**config.mk**
```make
export PLATFORM = sky130hd
export DESIGN_NAME = nor_array
export DESIGN_NICKNAME = d
export VERILOG_FILES = /design/src/rtl/gate_sim_pkg.sv /design/src/rtl/nor_channel.sv /design/src/rtl/nor_array.sv
export SDC_FILE = /design/constraint.sdc
export NUM_CORES = 1
export LEC_CHECK = 0
export CAP_MARGIN = 20
export CORE_UTILIZATION = 50
export DETAILED_ROUTE_END_ITERATION = 16
export HOLD_SLACK_MARGIN = 0.05
export PLACE_DENSITY = 0.74
export SYNTH_ARGS = -nofsm -noshare
export SYNTH_HDL_FRONTEND = slang
export SYNTH_SLANG_ARGS = --single-unit
```
**constraint.sdc**
```tcl
create_clock -name clk -period 1.1 [get_ports clk]
set_clock_uncertainty 0.15 [all_clocks]
set_input_delay 0.275 -clock clk [delete_from_list [all_inputs] [get_ports clk]]
set_output_delay 0.275 -clock clk [all_outputs]
set_load 0.02 [all_outputs]
```
**src/rtl/gate_sim_pkg.sv**
```systemverilog
// Shared definitions for the gate-level array models: delay-mode codes and
// the inertial counter width helper.
package gate_sim_pkg;

    localparam int MODE_TRANSPORT = 0;
    localparam int MODE_INERTIAL  = 1;

    // Counter must hold 0..DELAY-1; a 1-bit counter is kept even when DELAY <= 2.
    function automatic int cnt_width(input int delay);
        return (delay <= 2) ? 1 : $clog2(delay);
    endfunction

endpackage

```
**src/rtl/nor_channel.sv**
```systemverilog
// One NOR gate: fan-in reduction, transport delay line or inertial filter,
// and supply/reset handling.
module nor_channel
    import gate_sim_pkg::*;
#(
    parameter int   FANIN = 2,
    parameter int   DELAY = 9,
    parameter logic IC    = 1'b0,
    parameter int   MODE  = MODE_TRANSPORT
) (
    input  logic             clk,
    input  logic             rst,
    input  logic             pwr_ok,
    input  logic [FANIN-1:0] a,
    output logic             y
);

    logic n;
    logic y_q;
    logic reload;

    assign n      = ~|a;
    assign reload = rst | ~pwr_ok;

    generate
        if (MODE == MODE_TRANSPORT) begin : g_transport
            logic [DELAY-1:0] stage;

            // NOTE: the whole delay line is reset, not just the output stage;
            // otherwise stale pre-reset samples would surface on y afterwards.
            always_ff @(posedge clk) begin
                if (reload) begin
                    stage <= {DELAY{IC}};
                end else begin
                    // NOTE: non-blocking assignments let every stage take its
                    // neighbour's old value, so loop order does not matter.
                    stage[0] <= n;
                    for (int i = 1; i < DELAY; i++) begin
                        stage[i] <= stage[i-1];
                    end
                end
            end

            assign y_q = stage[DELAY-1];
        end else begin : g_inertial
            localparam int CW = cnt_width(DELAY);

            logic [CW-1:0] cnt;
            logic          y_r;

            always_ff @(posedge clk) begin
                if (reload) begin
                    y_r <= IC;
                    cnt <= '0;
                end else if (n == y_r) begin
                    cnt <= '0;
                end else if (cnt == CW'(DELAY - 1)) begin
                    y_r <= n;
                    cnt <= '0;
                end else begin
                    cnt <= cnt + CW'(1);
                end
            end

            assign y_q = y_r;
        end
    endgenerate

    // Supply fault forces the output low without waiting for a clock.
    assign y = pwr_ok & y_q;

endmodule

```
**src/rtl/nor_array.sv**
```systemverilog
// Parametrised bank of independent NOR gates with configurable fan-in,
// delay, initial condition and delay mode.
module nor_array
    import gate_sim_pkg::*;
#(
    parameter int                CHANNELS = 4,
    parameter int                FANIN    = 2,
    parameter int                DELAY    = 9,
    parameter logic [CHANNELS-1:0] IC     = '0,
    parameter int                MODE     = MODE_TRANSPORT
) (
    input  logic                      clk,
    input  logic                      rst,
    input  logic                      vcc,
    input  logic                      gnd,
    input  logic [CHANNELS*FANIN-1:0] a,
    output logic [CHANNELS-1:0]       y
);

    generate
        if (CHANNELS < 1 || FANIN < 1 || DELAY < 1) begin : g_bad_size
            $error("nor_array: CHANNELS, FANIN and DELAY must all be >= 1");
        end
        if (MODE != MODE_TRANSPORT && MODE != MODE_INERTIAL) begin : g_bad_mode
            $error("nor_array: MODE must be 0 (transport) or 1 (inertial)");
        end
    endgenerate

    logic pwr_ok;

    assign pwr_ok = vcc & ~gnd;

    generate
        for (genvar i = 0; i < CHANNELS; i++) begin : g_ch
            nor_channel #(
                .FANIN (FANIN),
                .DELAY (DELAY),
                .IC    (IC[i]),
                .MODE  (MODE)
            ) u_ch (
                .clk    (clk),
                .rst    (rst),
                .pwr_ok (pwr_ok),
                .a      (a[i*FANIN +: FANIN]),
                .y      (y[i])
            );
        end
    endgenerate

endmodule

```
After elaboration in Yosys (flattened, before gate mapping):

Index checks and enable logic that the tools add are counted.

* word-level logic and storage cells: 20
* register bits after elaboration: 36
* input port bits: 12
* output and inout port bits: 4

* bitwise logic cells: 8
* reductions and logical operators: 8

Operators with widths (number)
* $reduce_or A2 Y1: 4
* $and A1 B1 Y1: 5
* $logic_not A1 Y1: 4
* $not A1 Y1: 2
* $or A1 B1 Y1: 1

Longest topological paths before layout:

Gate-level depths: netlist of the first run.

* word-level depth: 4
* mapped depth: 3

Modules after synthesis:

Synthesis of the first run repeated with hierarchy kept, for this count alone.

* cell total of the unflattened synthesis: 77
* area, all modules: 1104.8 µm²

Modules (own cells, without submodules)
* nor_channel: times used 4, cells an instance 19, area each 272.8 µm²
* nor_array: times used 1, cells an instance 1, area each 13.8 µm²

Worst setup path before layout of the first run:

No wires, ideal clock.

* path type: input -> output
* from: input vcc
* to: output y[0]
* path buffers: 1
* slack: -17 ps
* arrival: 692 ps
* stages: 3
* cell sequence: nor2b_1 and2_1 buf_4

* longest elaborated chain between the ends: 2

RTL lines
* start, declared: RTL line nor_array.sv:14 `input logic vcc,`
* $and A1 B1 Y1: RTL line nor_array.sv:31 `assign pwr_ok = vcc & ~gnd;`
* $and A1 B1 Y1: RTL line nor_channel.sv:70 `assign y = pwr_ok & y_q;`
* end, declared: RTL line nor_array.sv:17 `output logic [CHANNELS-1:0] y`

Every way passes these cells.

Final worst setup path of the first run:

* from: register g_ch[2].u_ch.g_transport.stage[8]
* to: output y[2]

* longest elaborated chain between the ends: 1

RTL lines
* start, declared: RTL line nor_channel.sv:27 `logic [DELAY-1:0] stage;`
* start signal, assigned: RTL line nor_channel.sv:33 `stage <= {DELAY{IC}};`
* start signal, assigned by index: RTL line nor_channel.sv:39 `stage[i] <= stage[i-1];`
* $and A1 B1 Y1: RTL line nor_channel.sv:70

Every way passes these cells.

==> results of run 1 <==
per-stage QoR:
stage                     TNS, ps  hold WS, ps
after floorplan                 0          194
after global placement     -21270          261
after detailed placement   -22510          266
after CTS                    -922          270
after global routing        -1070          280
final                        -867          279
critical path: cells and delay by family (launching register included):
kind,cells,cell delay [ps]
buffers and inverters,1,120
AND/OR/NAND/NOR,1,150
flip-flops,1,330
placed cells by master, fill, tap and decap left out, drive strengths merged:
cell,n
nor3,4
clkbuf,5
nor3b,1
and2,36
dfxtp,36
or3b,1
clkdlybuf4s50,8
dlygate4sd2,1
nor2b,1
buf,10
synth_stat cells:
library cell and n:
nor2b_1 1, dfxtp_1 36, and2_1 8, and2_2 28, or3b_4 1, clkbuf_2 3
nor3b_4 1, buf_4 4, nor3_2 4
repair_timing:
item	in CTS	in global routing
resized for setup	38	2
pin swaps	2	0
setup endpoints to repair	40	4
hold buffers	0	0
final timing paths:
kind | from | to | slack [ps] | depth (start not counted)
min | gnd | g_ch[0].u_ch.g_transport.stage[0] | 280 | 4
max reg2reg | g_ch[1].u_ch.g_transport.stage[2] | g_ch[1].u_ch.g_transport.stage[3] | 380 | 1
max | g_ch[2].u_ch.g_transport.stage[8] | y[2] | -240 | 2
min reg2reg | g_ch[3].u_ch.g_transport.stage[4] | g_ch[3].u_ch.g_transport.stage[5] | 290 | 1
power by group:
part | internal [W] | leakage [nW] | switching, W
combinational | 0.0000475 | 0.246 | 0.0000282
sequential | 0.00130 | 0.291 | 0.000000492
clock | 0.000213 | 0.0230 | 0.000348
cell families (layout without fill, tap and decap cells):
kind of cell,count (synthesis),in the layout,share of synthesized area (%)
and+or+nand+nor,43,43,30.5
DFF,36,36,65.4
buffers and inverters,7,24,4.09
area by class of cell:
type                       count  area (µm²)  area share [%]
tap                           27        33.8            2.55
timing repair buffer          19         174            13.2
sequential                    36         723            54.7
clock buffer                   5        37.5            2.84
multi-input combinational     43         354            26.8
metal layers:
layer | vias up | track usage, % | routed length (µm)
li1 | 292 | - | -
met1 | 262 | 13.5 | 522
met2 | 21 | 22.7 | 638
met3 | 7 | 5.61 | 72
met4 | 0 | 11.8 | 46
met5 | - | 0 | 0
==> metrics.md, run 1 <==
| Metric | Value |
|---|---|
| Final nets | `117` |
| Crit path DAT | `910 ps` |
| Setup violators final | `4` |
| Fin crit period | `1340 ps` |
| Clk_lat worst skew | `320 ps` |
| Reg with most FFs | `g_ch.u_ch.g_transport.stage` |
| Crit-path max FO | `1` |
| Post-route clock period utilization | `122%` |
| Required @ worst endpoint | `670 ps` |
| Top Registers | `g_ch.u_ch.g_transport.stage x36` |
| Yosys reg bits | `36` |
| Share of the yosys chip area belonging to registers | `65.4%` |
| Vias in the first global route | `591` |
| Max frequency | `748 MHz` |
| DRT Pass-1 Iters | `1` |
| Power Dens Cells | `1470 nW/µm²` |
| Die area | `2400 µm²` |
| Hpwl dp | `856 µm` |
| Die W | `49.0 µm` |
| Library cells used by synthesis | `9` |
| Routed wire length | `1280 µm` |
| Setup CP Type | `register to output port` |
| Avg Vias per Cell | `4.48` |
| Core area | `2020 µm²` |
| # H-tree levels | `2` |
| Area contributors post-synth | `dfxtp_1 65%, and2_2 19%, and2_1 4.5%, nor3_2 3.6%, buf_4 2.7%` |
| Synth area leader | `dfxtp_1` |
| Mean Syn Cell Area | `12.8 µm²` |
| Relative slew slack | `89.7%` |
| Cell Count, Final, Fillers Out | `130` |
| Worst VDD drop | `1.08 mV` |
| Share of layout cells above drive strength 1 | `54.4%` |
| Rows | `16` |
| Post-Place Setup Slack | `-1010 ps` |
| Max Slew Vio Count | `0` |
| MaxCap Viol Count | `0` |
| Initial DRC Count | `0` |
| Worst path max stage delay | `330 ps` |
| Core Util, Final | `65.4%` |
| Final number of hold-violating endpoints | `0` |
| Synth Net Count | `98` |
| Die H | `49.0 µm` |
| Fillers | `168` |
| Final instance area | `1320 µm²` |
| Worst min-delay path category | `primary input to register` |
| Synth Cell Area | `1100 µm²` |
| Crit path capture type | `output port` |
| Slew at the pin closest to its max-slew limit | `154 ps` |
| CTS root buf | `clkbuf_4` |
| CTS max path bufs | `2` |
| Lkg Pwr | `0.560 nW` |
| Failing checks | `negative setup slack` |
| Worst path cell trace | `and2_4 -> buf_6` |
| Post-Syn Instances | `86` |
| Largest net degree at the start of global routing | `18` |
| Ant diodes | `0` |
| Count of buffers from port buffering | `15` |
| Placer Congestion | `0.624` |
| Post-CTS setup buffer count | `0` |
| Max reg flops | `36` |
| Post-synth top area share | `65.4%` |
| CTS tree | `built` |
| Total power | `0.00194 W` |
| Sink Count | `36` |
| Final WS setup | `-237 ps` |
| Grt ovf | `0` |
| Initial core utilization | `54.5%` |
| CP Launch Type | `register` |
| Via Count | `582` |
| Placed Area | `1270 µm²` |
| DRC | `0` |
| Ys Warns | `0` |
| Total track usage | `13.8%` |
| Inst Count DP | `125` |
| Area growth from synthesis to layout | `20.0%` |
| RSZ-0062 raised after global routing | `yes` |
| Remaining antenna violation count | `0` |
| Initial antenna violation count | `0` |
| Worst path slowest cell | `dfxtp_2` |
| Global-route wire length before repair | `2340 µm` |
| Worst-path clk slew | `90 ps` |
| Status | `finished, violations left` |
| CTS buffer count | `5` |
| WL/cell | `9.85 µm` |
| IO Count | `16` |
No activity file was read; power rests on OpenSTA's default activity.
==> run 2: changes to the inputs <==
CELL_PAD_IN_SITES_DETAIL_PLACEMENT = 1   (was default)
CELL_PAD_IN_SITES_GLOBAL_PLACEMENT = 2   (was default)
CORE_UTILIZATION = 34   (was 50)
PLACE_DENSITY = default   (was 0.74)
PLACE_DENSITY_LB_ADDON = 0.1   (was default)
REMOVE_ABC_BUFFERS = 1   (was default)
==> metrics.md, run 2 (synthesis gave the netlist of run 1 again) <==
| Metric | Value |
|---|---|
| Hold depth | `3` |
| Final instance area | `1450 µm²` |
| Grt ovf | `0` |
| Global-route wire length before repair | `2420 µm` |
| Worst min-delay path category | `primary input to register` |
| Crit path DAT | `910 ps` |
| Minimum hold slack | `171 ps` |
| Total power | `0.00211 W` |
| Final number of hold-violating endpoints | `0` |
| Most frequent cells in the layout | `35 x dfxtp_1, 26 x and2_2, 8 x clkdlybuf4s50_1, 8 x buf_6, 6 x and2_4` |
| Area growth from synthesis to layout | `31.6%` |
| Worst VDD drop | `0.630 mV` |
| Total track usage | `10.2%` |
| RR Startpoint | `g_ch[2].u_ch.g_transport.stage[3]` |
| Sink Count | `36` |
| Rows | `20` |
| Required @ worst endpoint | `670 ps` |
| Ant diodes | `0` |
| Core Util, Final | `47.5%` |
| DRC | `0` |
| Lkg Pwr | `0.606 nW` |
| IO Count | `16` |
| Final WS setup | `-231 ps` |
| Top Registers | `g_ch.u_ch.g_transport.stage x36` |
| Crit path capture type | `output port` |
| Initial DRC Count | `6` |
| Status | `finished, violations left` |
| Worst R2R End | `g_ch[2].u_ch.g_transport.stage[4]` |
| Worst-path clk slew | `110 ps` |
| Setup violators final | `4` |
| Fillers | `335` |
| Post-route clock period utilization | `121%` |
| Power Dens Cells | `1450 nW/µm²` |
| CTS tree | `built` |
| Count of buffers from port buffering | `15` |
| Hpwl dp | `791 µm` |
| Failing checks | `negative setup slack` |
| Setup CP Type | `register to output port` |
| # H-tree levels | `2` |
| Avg Vias per Cell | `3.97` |
| Final nets | `119` |
| Commonest non-fill, non-tap cell in the layout | `dfxtp_1` |
| Relative slew slack | `79.0%` |
| CTS max path bufs | `2` |
| WL/cell | `8.78 µm` |
| CTS buffer count | `5` |
| Reg with most FFs | `g_ch.u_ch.g_transport.stage` |
| Post-route setup TNS | `-879 ps` |
| RSZ-0062 raised after global routing | `yes` |
| Initial antenna violation count | `0` |
| Placed Area | `1300 µm²` |
| Max Slew Vio Count | `0` |
| Largest net degree at the start of global routing | `17` |
| Vias in the first global route | `564` |
| Slew at the pin closest to its max-slew limit | `315 ps` |
| Via Count | `603` |
| Clk_lat worst skew | `320 ps` |
| Core area | `3050 µm²` |
| Max frequency | `751 MHz` |
| Fin crit period | `1330 ps` |
| Register area | `722 µm²` |
| Area taken by multi-input logic gates | `357 µm²` |
| Routed wire length | `1330 µm` |
| WHS Endpoint | `g_ch[2].u_ch.g_transport.stage[0]` |
| Max reg flops | `36` |
| Path depth of the worst reg2reg path | `1` |
| Placer Congestion | `0.579` |
| CTS root buf | `clkbuf_4` |
| Die H | `58.9 µm` |
| Remaining antenna violation count | `0` |
| Reg2Reg Setup Slack | `380 ps` |
| Crit-path max FO | `1` |
| Share of layout cells above drive strength 1 | `56.5%` |
| MaxCap Viol Count | `0` |
| CP Launch Type | `register` |
| Die W | `58.9 µm` |
| DRT Pass-1 Iters | `2` |
| Min-Delay Startpoint | `rst` |
| Initial core utilization | `36.1%` |
| Die area | `3470 µm²` |
## run 2: cell count changes in the layout (fill, tap and decap cells not counted), sizes merged
cell and change:
buf +2, dlygate4sd2 -1, clkinv +2, clkbuf +2
## run 2: final cells by class
type	instances	share of cell area (%)
flip-flops and latches	36	49.8
multi-input cells	43	24.6
repair buffers	21	17.6
well taps	44	3.80
clock buffers	6	3.54
clock inverters	2	0.690
## run 2: worst max-delay path, stage by stage, from the launching register on
cell and delay, ps:
dfxtp_1 320, and2_4 140, buf_6 120
## run 2: power breakdown
part	leakage, nW	total (W)	switching [W]	internal [W]
registers	0.290	0.00131	0.000000431	0.00131
logic	0.278	0.000106	0.0000351	0.0000705
clock network	0.0380	0.000697	0.000392	0.000304
## run 2: stage by stage
stage	worst slack (ps)	instances
3_3_place_gp	-1110	141
3_5_place_dp	-1130	141
5_1_grt	-286	152
4_1_cts	-255	152
2_1_floorplan	-94.1	79
6_report	-231	152
## run 2: timing repair
action                     4_1_cts  5_1_grt
resized for setup               40       11
hold buffers                     0        0
pin swaps                        3        1
cloned                           2        0
setup endpoints to repair       40       10
setup buffers                    1        0
## run 2: layer usage
metal,global-route usage [%],part of all wire [%],routed length (µm),vias to the layer above
li1,-,-,-,301
met1,10.5,41,547,277
met2,16.1,49,660,20
met3,3.96,6.4,86,5
met4,9.18,3.0,40,0
met5,0,0,0,-
## run 2: how the worst max path moves through the flow
stage,start,endpoint,cells past startpoint
floorplan,rst,g_ch[0].u_ch.g_transport.stage[1],2
global placement,vcc,y[0],4
detailed placement,vcc,y[1],4
CTS,g_ch[1].u_ch.g_transport.stage[8],y[1],2
global route,g_ch[1].u_ch.g_transport.stage[8],y[1],2
finish,g_ch[1].u_ch.g_transport.stage[8],y[1],2
